==> src/rtl/ifu_fetch.sv <==
// Instruction fetch unit: owns the fetch PC, issues one word read at a time and
// hands each instruction (with its PC and fault flag) to the core over valid/ready.
module ifu_fetch #(
   parameter int unsigned     XLEN     = 32,
   parameter logic [XLEN-1:0] RESET_PC = 32'h8000_0000
) (
   input  logic            clk,
   input  logic            reset,
   output logic            mem_req_valid,
   input  logic            mem_req_ready,
   output logic [XLEN-1:0] mem_req_addr,
   input  logic            mem_rsp_valid,
   input  logic [XLEN-1:0] mem_rsp_data,
   input  logic            mem_rsp_err,
   output logic            inst_valid,
   input  logic            inst_ready,
   output logic [XLEN-1:0] inst,
   output logic [XLEN-1:0] inst_pc,
   output logic            inst_err,
   input  logic            redirect_valid,
   input  logic [XLEN-1:0] redirect_pc,
   input  logic            halt
);

   typedef enum logic [1:0] {
      S_REQ   = 2'd0,
      S_WAIT  = 2'd1,
      S_HOLD  = 2'd2,
      S_FAULT = 2'd3
   } state_t;

   state_t          state;
   state_t          state_nxt;
   logic [XLEN-1:0] pc;
   logic [XLEN-1:0] pc_nxt;
   logic            discard;
   logic            discard_nxt;
   logic [XLEN-1:0] inst_nxt;
   logic [XLEN-1:0] inst_pc_nxt;
   logic            inst_err_nxt;
   logic [XLEN-1:0] redirect_target;

   assign redirect_target = redirect_pc & ~XLEN'(3);
   assign mem_req_addr    = pc;

   // Request is gated by reset too, since the state register already sits in S_REQ during reset.
   assign mem_req_valid   = (state == S_REQ) & ~halt & ~redirect_valid & ~reset;
   assign inst_valid      = (state == S_HOLD);

   always_ff @(posedge clk or posedge reset) begin
      if (reset) begin
         state    <= S_REQ;
         pc       <= RESET_PC;
         discard  <= 1'b0;
         inst     <= '0;
         inst_pc  <= RESET_PC;
         inst_err <= 1'b0;
      end else begin
         state    <= state_nxt;
         pc       <= pc_nxt;
         discard  <= discard_nxt;
         inst     <= inst_nxt;
         inst_pc  <= inst_pc_nxt;
         inst_err <= inst_err_nxt;
      end
   end

   always_comb begin
      state_nxt    = state;
      pc_nxt       = pc;
      discard_nxt  = discard;
      inst_nxt     = inst;
      inst_pc_nxt  = inst_pc;
      inst_err_nxt = inst_err;

      if (redirect_valid) begin
         pc_nxt = redirect_target;
         // A response landing in the same cycle as the redirect is the stale one; drop it now.
         if ((state == S_WAIT) && !mem_rsp_valid) begin
            discard_nxt = 1'b1;
            state_nxt   = S_WAIT;
         end else begin
            discard_nxt = 1'b0;
            state_nxt   = S_REQ;
         end
      end else begin
         case (state)
            S_REQ: begin
               if (mem_req_valid && mem_req_ready) begin
                  state_nxt = S_WAIT;
               end
            end
            S_WAIT: begin
               if (mem_rsp_valid) begin
                  if (discard) begin
                     discard_nxt = 1'b0;
                     state_nxt   = S_REQ;
                  end else begin
                     inst_nxt     = mem_rsp_data;
                     inst_pc_nxt  = pc;
                     inst_err_nxt = mem_rsp_err;
                     state_nxt    = S_HOLD;
                  end
               end
            end
            S_HOLD: begin
               if (inst_ready) begin
                  if (inst_err) begin
                     state_nxt = S_FAULT;
                  end else begin
                     pc_nxt    = pc + XLEN'(4);
                     state_nxt = S_REQ;
                  end
               end
            end
            S_FAULT: begin
               state_nxt = S_FAULT;
            end
            default: begin
               state_nxt = S_REQ;
            end
         endcase
      end
   end

endmodule
==> config.mk <==
export PLATFORM = sky130hd
export DESIGN_NAME = ifu_fetch
export DESIGN_NICKNAME = d
export VERILOG_FILES = /design/src/rtl/ifu_fetch.sv
export SDC_FILE = /design/constraint.sdc
export NUM_CORES = 1
export LEC_CHECK = 0
export CORE_MARGIN = 2
export CORE_UTILIZATION = 45
export CTS_BUF_LIST = sky130_fd_sc_hd__clkbuf_4 sky130_fd_sc_hd__clkbuf_8
export DETAILED_ROUTE_END_ITERATION = 6
export MAX_ROUTING_LAYER = met4
export PLACE_DENSITY = 0.82
export SETUP_SLACK_MARGIN = 0.4
export SLEW_MARGIN = 20
export SYNTH_ARGS = -nofsm -noshare
export SYNTH_HDL_FRONTEND = slang
export SYNTH_SLANG_ARGS = --single-unit
==> constraint.sdc <==
create_clock -name clk -period 3.7 [get_ports clk]
set_input_delay 0.37 -clock clk [delete_from_list [all_inputs] [get_ports clk]]
set_output_delay 0.37 -clock clk [all_outputs]
set_load 0.02 [all_outputs]
==> reports/qor.csv <==
metric,value,unit
Yosys reg bits,96,
GRT Total Usage,21.3,%
Crit. End Element,flip-flop,
hold path start,inst_pc[23]$_DFFE_PP0P_,
Final GP Congestion,0.811,
hpwl dp,7840,um
number of synthesized flops with an enable pin,0,
# clock sinks,96,
DRC,0,
Fill cells,781,
Hold WS,509,ps
drt initial violations,69,
pre-CTS setup slack,691,ps
fin crit share,72.6,%
crit path from,state[0]$_DFFE_PP0P_,
fin worst setup slack,1010,ps
Crit Path Category,flip-flop to flip-flop,
Comb pwr share,36.1,%
nets@finish,602,
final wirelength,11000,um
post-cts sizing count,0,
Slew Limit Fails,0,
asr flop ratio synth,100,%
Initial Util,45.7,%
Post-synth top flop,dfrtp_1,
PortBufs,164,
initial antenna violation count,0,
row count,36,
die area,10600,um2
CP endpoint,mem_req_addr[17]$_DFFE_PP0P_,
Peak VDD IR,308,uV
Root Driver,clkbuf_8,
number of global-route vias before repair,3546,
total core area,9640,um2
CTS max path bufs,2,
Ys Warns,0,
most frequent cells in the layout,"clkdlybuf4s50_1, dfrtp_1, mux2_2",
DR vias,3585,
Tot Pwr,3.36,mW
"Req. time, crit path",3980,ps
CTS tree,built,
share of the synthesized area in the top cell type,53.4,%
final hold violations,0,
Max-cap violations,0,
Lkg Pwr,2.64,nW
power density cells,532,nW/um2
Worst-path clk slew,90,ps
internal power,2.28,mW
Fmax,372,MHz
Fin Setup TNS,0,ps
Post-Synthesis Cells,373,
footprint of the multi-input gates,1830,um2
layout cells sized above 1,18.4,%
reg2reg path depth,4,
Syn-to-layout area delta,43.4,%
CTS buffer count,9,
"Hold-fix buffers, CTS",0,
die width,103,um
slew at the pin closest to its max-slew limit,853,ps
first-pass GRT wire length,16800,um
Clock power frac,20.6,%
post-synth cell types,47,
Setup Buffers After CTS,0,
synth top area cells,"dfrtp_1, mux2_2, nand3_1, o21ai_0, nand2_1",
wire per inst,16.5,um
Slew HR,43.2,%
post-layout util,65.5,%
Post-Syn Area,4400,um2
H-tree levels,3,
Avg Inst Size Synth,11.8,um2
r2r setup slk,1010,ps
"critical path fanouts, max",16,
Initial DRT Pass Iterations,4,
Clock Skew,7.57,ps
status,"complete, no violations",
register area,2400,um2
Synth area leader,dfrtp_1,
largest net degree at the start of global routing,54,
Die H,103,um
Post-DRT Antenna Nets,0,
"Arr. time, crit path",2970,ps
antenna fix cells,0,
RSZ-0062 raised after global routing,false,
Sw Share,32.1,%
min Tclk post-route,2690,ps
switching power,1.08,mW
Hold Path Class,flip-flop to flip-flop,
Clock Latency Late Sink,360,ps
final setup fails,0,
Worst Setup Start Kind,flip-flop,
Seq pwr share,43.3,%
"commonest non-fill, non-tap cell in the layout",clkdlybuf4s50_1,
RR Endpoint,mem_req_addr[17]$_DFFE_PP0P_,
I/O pin cnt,171,
r2r startpoint,state[0]$_DFFE_PP0P_,
"Seq/Total Area, Yosys",54.6,%
grt total ovfl,0,
post-DR vias/cell,5.37,
[worst max-delay path, stage by stage (launching register included)]
cell      delay [ps]
dfrtp_1          460
and4bb_1         600
nand4_1          650
or4_1            700
a31oi_1          190
[sequential cells by signal (all words and copies together) (netlist names)]
name,flops
inst_pc,30
state,2
inst,32
inst_err,1
mem_req_addr,30
discard,1
[metrics by stage]
step | area (um2) | instances
floorplan | 4410 | 376
global placement | 6110 | 651
detailed placement | 6110 | 651
CTS | 6310 | 667
global route | 6310 | 667
finish | 6310 | 667
[cells in the mapped netlist (2+ instances only)]
cell and instances:
dfrtp_1 94, mux2_2 63, nand2_1 25, nand3_1 21, o21ai_0 20, nor2_1 16, clkbuf_1 15, a31oi_1 10
or4_1 8, nand4_1 7, inv_1 6, nor2b_1 6, o311ai_0 6, o31ai_1 6, xor2_1 6, a21oi_1 4
and4_1 4, buf_4 4, buf_6 4, or2_2 4, a22oi_1 3, and3_1 3, nand4_2 3, nor3_1 3
nor4_1 3, a211o_1 2, dfstp_2 2, mux2i_1 2, nor4b_1 2, o211ai_1 2, or3_1 2, xnor2_1 2
[power groups by stage]
stage	registers [mW]	clock network (mW)	logic, mW
2_1_floorplan	1.75	0	0.294
3_3_place_gp	1.46	0	1.19
3_5_place_dp	1.47	0	1.22
4_1_cts	1.46	0.709	1.22
5_1_grt	1.49	0.753	1.28
6_report	1.45	0.693	1.21
[layer usage]
layer	up-vias	global-route usage [%]	wire, um
met5	-	-	0
met4	0	8.40	185
met3	13	4.95	754
met2	135	34.1	5360
li1	1668	-	-
met1	1769	26.3	4710
[cell families after synthesis]
logic type                 after synthesis  synth area share, %
AOI/OAI and AO/OA                       57                 8.35
xor gates and xnor gates                 8                 1.59
adders and majority gates                1                0.284
buffers and inverters                   32                 4.04
DFF                                     96                 54.6
muxes                                   65                 16.6
other                                    1               0.0852
and+or+nand+nor                        113                 14.5
[how the worst min path moves through the flow]
stage	to	slack (ps)	cells past startpoint
after floorplan	mem_req_addr[13]$_DFFE_PP0P_	490	2
final	inst_pc[23]$_DFFE_PP0P_	510	1
after CTS	inst_pc[23]$_DFFE_PP0P_	510	1
after detailed placement	inst_pc[21]$_DFFE_PP0P_	490	1
after global routing	inst[9]$_DFFE_PP0P_	520	1
after global placement	inst_pc[21]$_DFFE_PP0P_	490	1
[area by class of cell]
class / count / share of cell area [%]
inverters: 6 / 0.396
flip-flops and latches: 96 / 38.1
clock buffers: 14 / 3.05
repair buffers: 168 / 26.6
well taps: 133 / 2.64
multi-input cells: 248 / 29.1
clock inverters: 2 / 0.159
Note: power is estimated with default switching activity, not from simulation.
